[src/rtl/bp_pkg.sv]
// Shared types and defaults for the gshare branch predictor: counter encodings
// and the BTB entry layout.
package bp_pkg;

  localparam int unsigned ENTRIES_DEFAULT  = 32;
  localparam int unsigned GHR_BITS_DEFAULT = 5;

  typedef enum logic [1:0] {
    SNT = 2'd0,
    WNT = 2'd1,
    WT  = 2'd2,
    ST  = 2'd3
  } ctr_e;

  // tag holds pc >> (IDX_BITS+2) zero-extended, so the layout is independent of ENTRIES
  typedef struct packed {
    logic        valid;
    logic [29:0] tag;
    logic [31:0] target;
  } btb_entry_t;

endpackage

[src/rtl/sat_counter_table.sv]
// Table of 2-bit saturating counters with one asynchronous read port and one
// increment/decrement write port; counters reset to weakly-not-taken.
module sat_counter_table
  import bp_pkg::*;
#(
  parameter int unsigned ENTRIES = ENTRIES_DEFAULT,
  localparam int unsigned IDX_BITS = $clog2(ENTRIES)
) (
  input  logic                clk,
  input  logic                reset,
  input  logic [IDX_BITS-1:0] rd_index,
  output ctr_e                rd_value,
  input  logic                wr_en,
  input  logic [IDX_BITS-1:0] wr_index,
  input  logic                wr_inc
);

  ctr_e cnt [ENTRIES];
  ctr_e wr_cur;
  ctr_e wr_nxt;

  assign rd_value = cnt[rd_index];

  always_comb begin
    wr_cur = cnt[wr_index];
    wr_nxt = wr_cur;
    if (wr_inc) begin
      wr_nxt = (wr_cur == ST) ? ST : ctr_e'(wr_cur + 2'd1);
    end else begin
      wr_nxt = (wr_cur == SNT) ? SNT : ctr_e'(wr_cur - 2'd1);
    end
  end

  always_ff @(posedge clk) begin
    if (reset) begin
      for (int i = 0; i < int'(ENTRIES); i++) begin
        cnt[i] <= WNT;
      end
    end else if (wr_en) begin
      cnt[wr_index] <= wr_nxt;
    end
  end

endmodule

[src/rtl/gshare_branch_predictor.sv]
// Fetch-stage next-PC predictor: direct-mapped BTB plus gshare PHT, with
// non-speculative history updated from EX resolutions and a mispredict flag.
module gshare_branch_predictor
  import bp_pkg::*;
#(
  parameter int unsigned ENTRIES  = ENTRIES_DEFAULT,
  parameter int unsigned GHR_BITS = GHR_BITS_DEFAULT,
  localparam int unsigned IDX_BITS = $clog2(ENTRIES)
) (
  input  logic                clk,
  input  logic                reset,
  input  logic [31:0]         pc,
  output logic [31:0]         pred_next_pc,
  output logic                pred_taken,
  output logic [IDX_BITS-1:0] pred_index,
  input  logic                upd_valid,
  input  logic [31:0]         upd_pc,
  input  logic [IDX_BITS-1:0] upd_index,
  input  logic                upd_taken,
  input  logic [31:0]         upd_target,
  input  logic                upd_pred_taken,
  input  logic [31:0]         upd_pred_target,
  output logic                mispredict,
  output logic [31:0]         correct_pc
);

  logic [IDX_BITS-1:0] bidx;
  logic [IDX_BITS-1:0] pidx;
  logic [IDX_BITS-1:0] upd_bidx;
  logic [29:0]         tag;
  logic [29:0]         upd_tag;
  logic [GHR_BITS-1:0] ghr;
  logic [GHR_BITS-1:0] ghr_next;
  btb_entry_t          btb [ENTRIES];
  btb_entry_t          rd_entry;
  ctr_e                pht_value;
  logic                hit;

  assign bidx     = pc[IDX_BITS+1:2];
  assign upd_bidx = upd_pc[IDX_BITS+1:2];
  assign tag      = 30'(pc >> (IDX_BITS + 2));
  assign upd_tag  = 30'(upd_pc >> (IDX_BITS + 2));
  assign pidx     = bidx ^ IDX_BITS'(ghr);

  if (GHR_BITS == 1) begin : g_ghr_single
    assign ghr_next = upd_taken;
  end else begin : g_ghr_shift
    assign ghr_next = {ghr[GHR_BITS-2:0], upd_taken};
  end

  sat_counter_table #(
    .ENTRIES (ENTRIES)
  ) u_pht (
    .clk      (clk),
    .reset    (reset),
    .rd_index (pidx),
    .rd_value (pht_value),
    .wr_en    (upd_valid),
    .wr_index (upd_index),
    .wr_inc   (upd_taken)
  );

  always_ff @(posedge clk) begin
    if (reset) begin
      ghr <= '0;
      for (int i = 0; i < int'(ENTRIES); i++) begin
        btb[i] <= '0;
      end
    end else if (upd_valid) begin
      ghr <= ghr_next;
      // Not-taken resolutions leave the BTB alone so a loop exit keeps its target.
      if (upd_taken) begin
        btb[upd_bidx] <= '{valid: 1'b1, tag: upd_tag, target: upd_target};
      end
    end
  end

  always_comb begin
    rd_entry     = btb[bidx];
    hit          = rd_entry.valid && (rd_entry.tag == tag);
    pred_taken   = hit && pht_value[1];
    pred_next_pc = pred_taken ? rd_entry.target : pc + 32'd4;
    pred_index   = pidx;
  end

  always_comb begin
    mispredict = upd_valid && ((upd_taken != upd_pred_taken) ||
                               (upd_taken && (upd_target != upd_pred_target)));
    correct_pc = upd_taken ? upd_target : upd_pc + 32'd4;
  end

endmodule
[config.mk]
export PLATFORM = sky130hd
export DESIGN_NAME = gshare_branch_predictor
export DESIGN_NICKNAME = d
export VERILOG_FILES = /design/src/rtl/bp_pkg.sv /design/src/rtl/sat_counter_table.sv /design/src/rtl/gshare_branch_predictor.sv
export SDC_FILE = /design/constraint.sdc
export NUM_CORES = 2
export LEC_CHECK = 0
export ABC_CLOCK_PERIOD_IN_PS = 9900
export CAP_MARGIN = 5
export CELL_PAD_IN_SITES_DETAIL_PLACEMENT = 0
export CELL_PAD_IN_SITES_GLOBAL_PLACEMENT = 2
export CORE_AREA = 2 2 444 446
export DETAILED_ROUTE_END_ITERATION = 7
export DIE_AREA = 0 0 446 448
export PLACE_DENSITY_LB_ADDON = 0.1
export REMOVE_ABC_BUFFERS = 1
export SYNTH_ARGS = -nofsm -noshare
export SYNTH_HDL_FRONTEND = slang
export SYNTH_SLANG_ARGS = --single-unit
[constraint.sdc]
create_clock -name clk -period 9.9 [get_ports clk]
set_clock_uncertainty 0.15 [all_clocks]
set_input_delay 1.485 -clock clk [delete_from_list [all_inputs] [get_ports clk]]
set_output_delay 1.485 -clock clk [all_outputs]
set_load 0.01 [all_outputs]
==> impl_metrics.csv <==
group,metric,value,unit
run_status,status,"completed",
place,dp_hpwl,197,mm
synth,syn_avg_cell_area,15.2,um2
setup_path,crit_chain,"buf_8, buf_4, nor2b_2, buf_4, a22o_1, a211oi_1, o21ai_0, nor4b_1, nand4_1, or4_1, nor4b_1, a211o_1, and3_1, clkdlybuf4s50_1",
global_route,grt_pass1_vias,54000,
clock_tree,h-tree-depth,4,
route,finalWirelength,346,mm
pwr,power.density,187,nW/um2
clock_tree,post_cts_resized,0,
floorplanning,die_area,200000,um2
clock_tree,clk_pin_slew,0.06,ns
sta,finalCritPeriodShare,88.1,%
sta,worst_pin_slew,1.39,ns
clock_tree,cts_made_buffers,208,
route,num_vias,55100,
setup_path,critPathKind,"input pin to output port",
synth,synth.area.top_cells,"edfxtp_1 63%, mux4_2 13%, and2_1 12%",
cells_and_area,n_fill_cell,16100,
setup_path,crit_slowest_cell,"nor2b_2",
pwr,pwr-share-clk,41.0,%
setup_path,critical-path-max-stage-delay,0.80,ns
synth,synthesis.area,89400,um2
floorplanning,core,195000,um2
clock_tree,postCtsHoldBufs,0,
setup_path,cp-start-kind,"input pin",
floorplanning,initial_core_util,45.9,%
global_route,grt_pass1_wl,467,mm
pwr,leakage,34.7,nW
sta,hold_viol_final,0,
place,io_buffers,208,
sta,drv_slew,0,
synth,synth_cell_types,65,
sta,setup_viol,0,
job,cap_viol_max_count,0,
setup_path,worst_setup_path_end_kind,"output port",
synth,synthCells,5867,
sta,setup_tns,0,ns
global_route,grtUsageTotal,34.8,%
synth,yosysTopAreaCellShare,63.4,%
sta,fmax,115,MHz
route,drc,0,
synth,synth_edf_count,1888,
synth,synth.top_cells.by_count,"1888 x edfxtp_1, 1757 x and2_1, 499 x mux4_2, 478 x clkbuf_1, 130 x mux2i_1",
floorplanning,die_w,446,um
pwr,internal-power,14.3,mW
route,firstDrtPassIters,5,
setup_path,cp.arrival,7.09,ns
synth,ys.warnings.count,0,
route,route.detailed.wl_per_inst,39.9,um
min_path,hp-class,"register to register",
setup_path,cp_data_required_time,8.27,ns
global_route,grt_start_max_net_pins,81,
clock_tree,cts_tree,"done",
clock_tree,cts.path.max_buffers,3,
synth,yosys.area.top_type,"edfxtp_1",
global_route,gr-total-overflow,0,
synth,synth-seq-area-share,64.3,%
cells_and_area,post-route-util,52.2,%
clock_tree,clock_sinks,1925,
floorplanning,ios,209,
cells_and_area,fin_cells,8678,
synth,yosysMostFrequentCell,"edfxtp_1",
setup_path,cp_top_family,"simple AND/OR/NAND/NOR gates",
cells_and_area,drive_above_1_share,18.8,%
setup_path,worstPathMaxFanout,55,
floorplanning,die_y,448,um
pwr,vdd_ir_drop_max,0.177,mV
synth,synthFlopType,"edfxtp_1",
cells_and_area,area_growth,13.6,%
sta,rsz0062_at_grt,"no",
synth,ys_async_sr_fraction,0,%
global_route,antenna_found_initial,39,
synth,synth.ff_latch_count,1925,
place,gp_congestion,0.920,
pwr,switching_share,24.3,%
cells_and_area,nets,6069,
sta,final_period_minus_worst_setup_slack,8.72,ns
route,drtIter0Drc,8675,
pwr,combPwrFrac,9.1,%
place,dp_cells,8258,
floorplanning,rows,162,
pwr,power_frac_seq,49.9,%
route,vias_per_cell,6.35,
clock_tree,worstSkewPairLatency,0.86,ns
route,ant_nets,0,
clock_tree,postCtsSetupRepairBufs,0,
pwr,switchingPower,4.61,mW
setup_path,crit_buf_inv,4,
clock_tree,cts_root_buf,"clkbuf_16",
sta,slew_headroom,7.08,%
power by group through the flow:
stage	logic (mW)	clock network, mW	registers (mW)
after global placement	1.71	0	9.60
final	1.73	7.77	9.45
after global routing	1.76	8.11	9.48
after CTS	1.71	7.82	9.45
after detailed placement	1.71	0	9.62
after floorplan	0.726	0	9.62
worst reg2reg max path, cell delays in order (launching register included):
cell,delay (ns)
edfxtp_1,0.39
mux4_2,0.48
a22o_1,0.26
a221oi_1,0.27
and3_1,0.24
maj3_1,0.57
buf_4,0.38
nor3_1,0.11
sequential cells by signal, indices dropped and copies added, names as in the netlist:
register / cells
btb: 1856
u_pht.cnt: 64
ghr: 5
metal layers:
layer | global-route usage (%) | part of all wire [%] | vias up
met2 | 54.6 | 47 | 3367
met3 | 6.02 | 9.5 | 686
met5 | 0 | 0.029 | -
li1 | - | - | 21900
met4 | 16.7 | 5.4 | 8
met1 | 47.3 | 38 | 29100
logic make-up (layout without fill, tap and decap cells):
kind of cell,after synthesis,after routing,synth area share (%)
adder cells (fa/ha/maj),7,7,0.0924
AO/OA/AOI/OAI,344,344,2.60
buffers and inverters,600,838,2.81
other,0,31,0
multiplexers,638,638,14.2
flip-flops,1925,1925,64.3
AND/OR/NAND/NOR,2240,2240,14.9
XOR/XNOR,113,113,1.12
path summary, 6_finish.rpt:
path	cells past startpoint	startpoint	slack (ns)	endpoint
hold / removal	1	btb[22][57]	0.30	btb[22][57]
hold reg to reg	1	btb[22][57]	0.30	btb[22][57]
setup reg to reg	7	u_pht.cnt[23][1]	6.78	u_pht.cnt[25][1]
setup / recovery	14	pc[3]	1.18	pred_next_pc[7]
cells in the final DEF (no fill, tap or decap), types with 12 or more instances in the layout:
cell type,n
clkinv_1,39
xor2_1,69
a211oi_1,42
clkbuf_16,211
nand2_1,111
buf_4,213
nor2_4,32
nor2_1,53
nand4_1,21
and3_1,18
diode_2,31
o21ai_0,51
dfxtp_1,37
bufinv_16,17
o221ai_1,41
clkdlybuf4s50_1,202
a21o_1,34
clkbuf_1,34
nor3_1,128
nand3_1,57
mux4_2,499
a22oi_1,34
buf_12,16
a21oi_1,55
clkinvlp_4,12
clkinv_2,56
mux2i_1,130
xnor2_1,41
o21ai_4,32
and2_1,1757
edfxtp_1,1888
a22o_1,16
stage by stage:
| stage | hold WS, ns | worst slack, ns | power [mW] | cell area [um2] |
|---|---|---|---|---|
| 6_report | 0.304 | 1.18 | 18.9 | 102000 |
| 5_1_grt | 0.316 | 1.10 | 19.4 | 101000 |
| 4_1_cts | 0.303 | 1.31 | 19.0 | 101000 |
| 3_5_place_dp | 0.289 | 1.33 | 11.3 | 94700 |
| 2_1_floorplan | 0.272 | 1.68 | 10.3 | 86900 |
| 3_3_place_gp | 0.281 | 1.36 | 11.3 | 94700 |
layout make-up:
| cell class | instances | area, um2 | area share (%) |
|---|---|---|---|
| Inverter | 14 | 62.6 | 0.0616 |
| Sequential cell | 1925 | 57400 | 56.6 |
| Clock buffer | 251 | 5490 | 5.41 |
| Multi-Input combinational cell | 3342 | 30100 | 29.6 |
| Clock inverter | 138 | 1220 | 1.20 |
| Tap cell | 2542 | 3180 | 3.13 |
| Antenna cell | 31 | 77.6 | 0.0764 |
| Timing Repair Buffer | 435 | 3990 | 3.93 |
(Power assumes the default switching activity.)
